`src/rtl/vga_arb_pkg.sv`:
```
// Shared definitions for the VGA plot-port arbiter: FSM encoding, default widths
// and the ceiling-log2 helper used to size the index and burst counters.
package vga_arb_pkg;

    typedef enum logic [1:0] {
        ST_IDLE    = 2'd0,
        ST_OWN     = 2'd1,
        ST_RELEASE = 2'd2
    } arb_state_t;

    localparam int DEF_X_W      = 8;
    localparam int DEF_Y_W      = 8;
    localparam int DEF_COLOUR_W = 3;

    function automatic int clog2(input int value);
        int r;
        r = 0;
        for (int i = 0; i < 31; i++) begin
            if ((1 << i) < value) begin
                r = i + 1;
            end
        end
        return r;
    endfunction

endpackage

```
`src/rtl/rr_picker.sv`:
```
// Combinational round-robin picker: finds the first asserted request searching
// upward from last_winner+1 with wrap-around.
module rr_picker
    import vga_arb_pkg::*;
#(
    parameter int NUM_REQ = 4,
    parameter int IDX_W   = clog2(NUM_REQ)
) (
    input  logic [NUM_REQ-1:0] req,
    input  logic [IDX_W-1:0]   last_winner,
    output logic [NUM_REQ-1:0] winner_oh,
    output logic [IDX_W-1:0]   winner_idx,
    output logic               found
);

    int cand;

    always_comb begin
        winner_oh  = '0;
        winner_idx = '0;
        found      = 1'b0;
        cand       = 0;
        for (int k = 1; k <= NUM_REQ; k++) begin
            cand = int'(last_winner) + k;
            if (cand >= NUM_REQ) begin
                cand = cand - NUM_REQ;
            end
            if (!found && req[cand]) begin
                found           = 1'b1;
                winner_idx      = IDX_W'(cand);
                winner_oh[cand] = 1'b1;
            end
        end
    end

endmodule

```
`src/rtl/vga_plot_arbiter.sv`:
```
// Shares the VGA adapter pixel-write port among NUM_REQ drawers with round-robin
// fairness and a per-grant burst cap. Define ARB_PRIO0_EN to give requester 0 priority.
module vga_plot_arbiter
    import vga_arb_pkg::*;
#(
    parameter int NUM_REQ   = 4,
    parameter int X_W       = DEF_X_W,
    parameter int Y_W       = DEF_Y_W,
    parameter int COLOUR_W  = DEF_COLOUR_W,
    parameter int MAX_BURST = 64
) (
    input  logic                         clock,
    input  logic                         reset,
    input  logic [NUM_REQ-1:0]           req,
    input  logic [NUM_REQ-1:0]           done,
    input  logic [NUM_REQ*X_W-1:0]       req_x,
    input  logic [NUM_REQ*Y_W-1:0]       req_y,
    input  logic [NUM_REQ*COLOUR_W-1:0]  req_colour,
    input  logic [NUM_REQ-1:0]           req_plot,
    output logic [NUM_REQ-1:0]           grant,
    output logic [X_W-1:0]               out_x,
    output logic [Y_W-1:0]               out_y,
    output logic [COLOUR_W-1:0]          out_colour,
    output logic                         plot,
    output logic                         busy
);

    localparam int IDX_W = clog2(NUM_REQ);
    localparam int CNT_W = clog2(MAX_BURST) + 1;
    localparam logic [CNT_W-1:0] BURST_LAST = CNT_W'(MAX_BURST - 1);
    localparam logic [IDX_W-1:0] LAST_IDX   = IDX_W'(NUM_REQ - 1);

    arb_state_t            state_q, state_d;
    logic [NUM_REQ-1:0]    grant_q, grant_d;
    logic [IDX_W-1:0]      last_winner_q, last_winner_d;
    logic [CNT_W-1:0]      burst_cnt_q, burst_cnt_d;
    logic [X_W-1:0]        out_x_q, out_x_d;
    logic [Y_W-1:0]        out_y_q, out_y_d;
    logic [COLOUR_W-1:0]   out_colour_q, out_colour_d;
    logic                  plot_q, plot_d;
    logic                  busy_q, busy_d;

    logic [NUM_REQ-1:0]    pick_oh;
    logic [IDX_W-1:0]      pick_idx;
    logic                  pick_found;
    logic [NUM_REQ-1:0]    sel_oh;
    logic [IDX_W-1:0]      sel_idx;
    logic                  sel_found;

    rr_picker #(
        .NUM_REQ (NUM_REQ),
        .IDX_W   (IDX_W)
    ) u_picker (
        .req         (req),
        .last_winner (last_winner_q),
        .winner_oh   (pick_oh),
        .winner_idx  (pick_idx),
        .found       (pick_found)
    );

`ifdef ARB_PRIO0_EN
    // Requester 0 pre-empts the rotation; the others still rotate via the picker.
    always_comb begin
        sel_oh    = pick_oh;
        sel_idx   = pick_idx;
        sel_found = pick_found;
        if (req[0]) begin
            sel_oh    = '0;
            sel_oh[0] = 1'b1;
            sel_idx   = '0;
            sel_found = 1'b1;
        end
    end
`else
    always_comb begin
        sel_oh    = pick_oh;
        sel_idx   = pick_idx;
        sel_found = pick_found;
    end
`endif

    // While owning, last_winner_q is the index of the granted requester.
    logic                own_req, own_plot, own_done;
    logic [X_W-1:0]      own_x;
    logic [Y_W-1:0]      own_y;
    logic [COLOUR_W-1:0] own_colour;

    always_comb begin
        own_req    = req[last_winner_q];
        own_plot   = req_plot[last_winner_q];
        own_done   = done[last_winner_q];
        own_x      = req_x[int'(last_winner_q)*X_W +: X_W];
        own_y      = req_y[int'(last_winner_q)*Y_W +: Y_W];
        own_colour = req_colour[int'(last_winner_q)*COLOUR_W +: COLOUR_W];
    end

    always_comb begin
        state_d       = state_q;
        grant_d       = grant_q;
        last_winner_d = last_winner_q;
        burst_cnt_d   = burst_cnt_q;
        out_x_d       = out_x_q;
        out_y_d       = out_y_q;
        out_colour_d  = out_colour_q;
        plot_d        = 1'b0;
        case (state_q)
            ST_IDLE: begin
                if (sel_found) begin
                    grant_d       = sel_oh;
                    last_winner_d = sel_idx;
                    burst_cnt_d   = '0;
                    state_d       = ST_OWN;
                end
            end
            ST_OWN: begin
                if (!own_req) begin
                    grant_d = '0;
                    state_d = ST_RELEASE;
                end else begin
                    out_x_d      = own_x;
                    out_y_d      = own_y;
                    out_colour_d = own_colour;
                    if (own_plot) begin
                        plot_d      = 1'b1;
                        burst_cnt_d = burst_cnt_q + 1'b1;
                        if (own_done || (burst_cnt_q >= BURST_LAST)) begin
                            grant_d = '0;
                            state_d = ST_RELEASE;
                        end
                    end
                end
            end
            ST_RELEASE: begin
                grant_d = '0;
                state_d = ST_IDLE;
            end
            default: begin
                grant_d = '0;
                state_d = ST_IDLE;
            end
        endcase
        busy_d = |grant_d;
    end

    always_ff @(posedge clock or posedge reset) begin
        if (reset) begin
            state_q       <= ST_IDLE;
            grant_q       <= '0;
            last_winner_q <= LAST_IDX;
            burst_cnt_q   <= '0;
            out_x_q       <= '0;
            out_y_q       <= '0;
            out_colour_q  <= '0;
            plot_q        <= 1'b0;
            busy_q        <= 1'b0;
        end else begin
            state_q       <= state_d;
            grant_q       <= grant_d;
            last_winner_q <= last_winner_d;
            burst_cnt_q   <= burst_cnt_d;
            out_x_q       <= out_x_d;
            out_y_q       <= out_y_d;
            out_colour_q  <= out_colour_d;
            plot_q        <= plot_d;
            busy_q        <= busy_d;
        end
    end

    assign grant      = grant_q;
    assign out_x      = out_x_q;
    assign out_y      = out_y_q;
    assign out_colour = out_colour_q;
    assign plot       = plot_q;
    assign busy       = busy_q;

endmodule

```
`config.mk`:
```
export PLATFORM = sky130hd
export DESIGN_NAME = vga_plot_arbiter
export DESIGN_NICKNAME = d
export VERILOG_FILES = /design/src/rtl/vga_arb_pkg.sv /design/src/rtl/rr_picker.sv /design/src/rtl/vga_plot_arbiter.sv
export SDC_FILE = /design/constraint.sdc
export NUM_CORES = 1
export LEC_CHECK = 0
export CORE_MARGIN = 2
export CORE_UTILIZATION = 41
export DETAILED_ROUTE_END_ITERATION = 8
export GPL_ROUTABILITY_DRIVEN = 0
export GPL_TIMING_DRIVEN = 0
export HOLD_SLACK_MARGIN = 0.05
export PLACE_DENSITY = 0.85
export SYNTH_ARGS = -nofsm -noshare
export SYNTH_HDL_FRONTEND = slang
export SYNTH_SLANG_ARGS = --single-unit
```
`constraint.sdc`:
```
create_clock -name clock -period 4.58 [get_ports clock]
set_input_delay 0.458 -clock clock [delete_from_list [all_inputs] [get_ports clock]]
set_output_delay 0.458 -clock clock [all_outputs]
set_load 0.1 [all_outputs]
```
==> metrics.md, run 1 <==
| Metric | Value |
|---|---|
| Status | `finished, final reports clean` |
| Synth top area share | `36.6%` |
| Final worst-path cycle share | `93.4%` |
| Initial antenna violation count | `0` |
| Root Buffer | `clkbuf_8` |
| Req. time, crit path | `4.74 ns` |
| Routed wire length | `6290 microns` |
| Worst Path Arrival | `4.44 ns` |
| Maximum vdd drop | `0.000393 V` |
| 1st-iter DRT viols | `78` |
| CP Capture Type | `flip-flop` |
| Slew HR | `31.5%` |
| Largest cells by area after synthesis | `dfrtp_1 37%, mux4_2 24%, mux2_2 9.2%` |
| Switch Pwr | `1.52 mW` |
| Die H | `79.3 microns` |
| Clock skew | `0.00489 ns` |
| Post-synthesis xor/xnor area fraction | `1.88%` |
| FF+latch count, synth | `36` |
| IO Count | `115` |
| Unrepaired setup endpoints after global routing | `false` |
| CTS sink count | `36` |
| Leak | `1.49 nW` |
| Combinational share of power | `68.8%` |
| Reg2Reg Setup Slack | `0.30 ns` |
| Vias per cell | `5.33` |
| PostCTS Resize Cnt | `0` |
| Worst Tran Pin Value | `1.02 ns` |
| First-pass GRT wire length | `9990 microns` |
| Sequential area share after synthesis | `38.9%` |
| Worst Setup Start Kind | `flip-flop` |
| Share of power burned in registers | `18.3%` |
| # hold bufs at CTS | `0` |
| Max frequency | `234 MHz` |
| H-tree levels | `2` |
| TritonCTS clock tree | `done` |
| Synth Area in Compound Gates | `8.24%` |
| Worst min path class | `reg -> reg` |
| First-pass iteration count of the detailed router | `4` |
| Net Sw Frac | `50.6%` |
| Non-Filler Instances | `369` |
| Antenna Violating Nets Remaining | `0` |
| DIE AREA | `6290 sq um` |
| Synth warn | `0` |
| Syn Nets | `274` |
| Syn-to-layout area delta | `60.1%` |
| # DRC | `0` |
| Synth cell types | `38` |
| Largest family of logic cells by synthesized area | `multiplexers` |
| Power Total | `3.01 mW` |
| Post-synthesis instance total | `175` |
| Via count | `1968` |
| Rows | `27` |
| Max_cap viols | `0` |
| Internal power | `1.49 mW` |
| Worst Setup Path Type | `reg -> reg` |
| Clock share of power | `12.9%` |
| DP Cell Count | `361` |
| Commonest cells after routing, fill and taps aside | `114 x clkdlybuf4s50_1, 34 x dfrtp_1, 25 x mux4_2` |
| Final Hold Fails | `0` |
| Nets | `395` |
| Wire per inst | `17.0 microns` |
| Clock buffer depth | `2` |
| Mux share of post-synthesis cell area | `33.9%` |
| Core area | `5510 sq um` |
| Clk slew on worst S/H paths | `0.08 ns` |
| PortBufs | `114` |
| Post CTS Setup Buffer Count | `0` |
| CP max FO | `10` |
| Count of pins over their slew limit | `0` |
| Detailed placer's ending HPWL | `4990 microns` |
| Die Wd | `79.3 microns` |
| Layout cell share with drive strength beyond 1 | `20.2%` |
| Crit path time final | `4.28 ns` |
| Avg Cell Area, Syn | `13.3 sq um` |
| Power per cell area | `810 nW/um^2` |
| Most common cell after layout, fill and taps aside | `clkdlybuf4s50_1` |
| Post-synthesis simple-gate area fraction | `9.80%` |
| CTS Buf Count | `5` |
| GRT Total Usage | `20.6%` |
| Adder-cell share of the synthesized area | `4.85%` |
| Most area-hungry cell type in the Yosys netlist | `dfrtp_1` |
| Antenna Cells | `0` |
| Gr ovfl total | `0` |
| Largest net degree at the start of global routing | `37` |
| TNS Setup | `0 ns` |
| Fill count | `408` |
| Vias in the first global route | `2000` |
| Clk_lat worst skew | `0.29 ns` |
| Initial core utilization | `42.2%` |
| Final setup viols | `0` |
| Synthesized cell area | `2320 sq um` |
-- layout make-up --
type | count | area [sq um] | share of cell area (%)
Multi-Input combinational cell | 126 | 1360 | 36.6
Sequential cell | 36 | 903 | 24.3
Clock buffer | 5 | 68.8 | 1.85
Inverter | 4 | 15.0 | 0.404
Tap cell | 72 | 90.1 | 2.42
Timing Repair Buffer | 114 | 1140 | 30.7
Clock inverter | 3 | 90.1 | 2.42
Buffer | 9 | 48.8 | 1.31
-- kinds of logic after synthesis --
group	Yosys count
simple gates	40
xor+xnor	5
compound gates	27
fa+ha+maj	9
flops	36
mux	45
buf+inv	13
-- cell usage after synthesis --
| cell | number |
|---|---|
| ha_1 | 9 |
| and4_1 | 1 |
| nor2_1 | 6 |
| buf_2 | 1 |
| a21o_1 | 2 |
| o31a_1 | 1 |
| or4_1 | 1 |
| o211ai_1 | 1 |
| a221oi_1 | 3 |
| nor2b_4 | 1 |
| nand4_1 | 1 |
| dfrtp_1 | 34 |
| o21ai_0 | 8 |
| a22o_1 | 4 |
| xor2_1 | 3 |
| nor3_1 | 3 |
| mux2_2 | 19 |
| nand3_1 | 5 |
| mux2i_1 | 1 |
| mux4_2 | 25 |
| clkbuf_1 | 4 |
| a21oi_1 | 2 |
| o21ai_1 | 2 |
| nor4_1 | 1 |
| a211o_1 | 1 |
| inv_1 | 4 |
| nand2_1 | 8 |
| buf_6 | 1 |
| dfstp_2 | 2 |
| nor3b_1 | 2 |
| a211oi_1 | 2 |
| xnor2_1 | 2 |
| a221oi_2 | 1 |
| nor4_2 | 1 |
| nand2b_1 | 5 |
| nor4b_1 | 1 |
| buf_1 | 3 |
| nor2b_1 | 4 |
-- power groups by stage --
stage / registers (mW) / clock network (mW) / logic (mW)
floorplan: 1.30 / 0 / 0.836
global placement: 0.545 / 0 / 2.04
detailed placement: 0.556 / 0 / 2.07
CTS: 0.550 / 0.393 / 2.08
global route: 0.567 / 0.411 / 2.19
finish: 0.550 / 0.389 / 2.07
-- critical path: stages (launching register included) --
cell	delay (ns)
dfstp_2	0.57
clkbuf_1	0.36
clkbuf_1	0.50
inv_1	0.26
ha_1	0.47
mux4_2	0.58
clkbuf_1	0.24
a221oi_1	0.33
o21ai_0	0.17
a22o_1	0.21
or4_1	0.46
-- metrics by stage --
step	instance area (sq um)	util (%)	hold slack, ns	setup slack, ns
2_1_floorplan	2320	-	0.503	0.841
3_3_place_gp	3550	64.6	0.486	0.358
3_5_place_dp	3550	64.6	0.494	0.306
4_1_cts	3710	67.4	0.511	0.274
5_1_grt	3720	67.6	0.519	0.0253
6_report	3720	67.6	0.509	0.302
-- metal layers --
| layer | wire length, microns | global-route usage (%) | up-vias |
|---|---|---|---|
| li1 | - | - | 919 |
| met1 | 2680 | 26.6 | 970 |
| met2 | 3130 | 35.4 | 76 |
| met3 | 449 | 5.91 | 3 |
| met4 | 26 | 2.59 | 0 |
| met5 | 0 | 0 | - |
-- registers in the layout (all words and copies together), names as in the netlist --
register / flops
plot: 1
grant: 4
out_y: 8
state_q: 2
out_x: 8
burst_cnt_q: 7
last_winner_q: 2
out_colour: 3
busy: 1
-- final timing paths --
kind	from	endpoint	cells after the start
min reg2reg	out_y[0]	out_y[0]	1
max in group asynchronous	reset	burst_cnt_q[4]	2
min	out_y[0]	out_y[0]	1
min in group asynchronous	reset	out_y[1]	2
max reg2reg	last_winner_q[1]	busy	10
max	last_winner_q[1]	busy	10
Note: power is estimated with default switching activity, not from simulation.
==> run 2: changes to the inputs <==
==> constraint.sdc (replaced) <==
create_clock -name clock -period 4.58 [get_ports clock]
set_input_delay 0.458 -clock clock [delete_from_list [all_inputs] [get_ports clock]]
set_output_delay 0.458 -clock clock [all_outputs]
set_load 0.02 [all_outputs]
==> results of run 2 <==
Same layout as run 1 (identical final DEF). Status: finished, final reports clean.
Main changes from that run: total power 3.01 mW -> 2.37 mW; worst IR drop on VDD 0.000393 V -> 0.000319 V
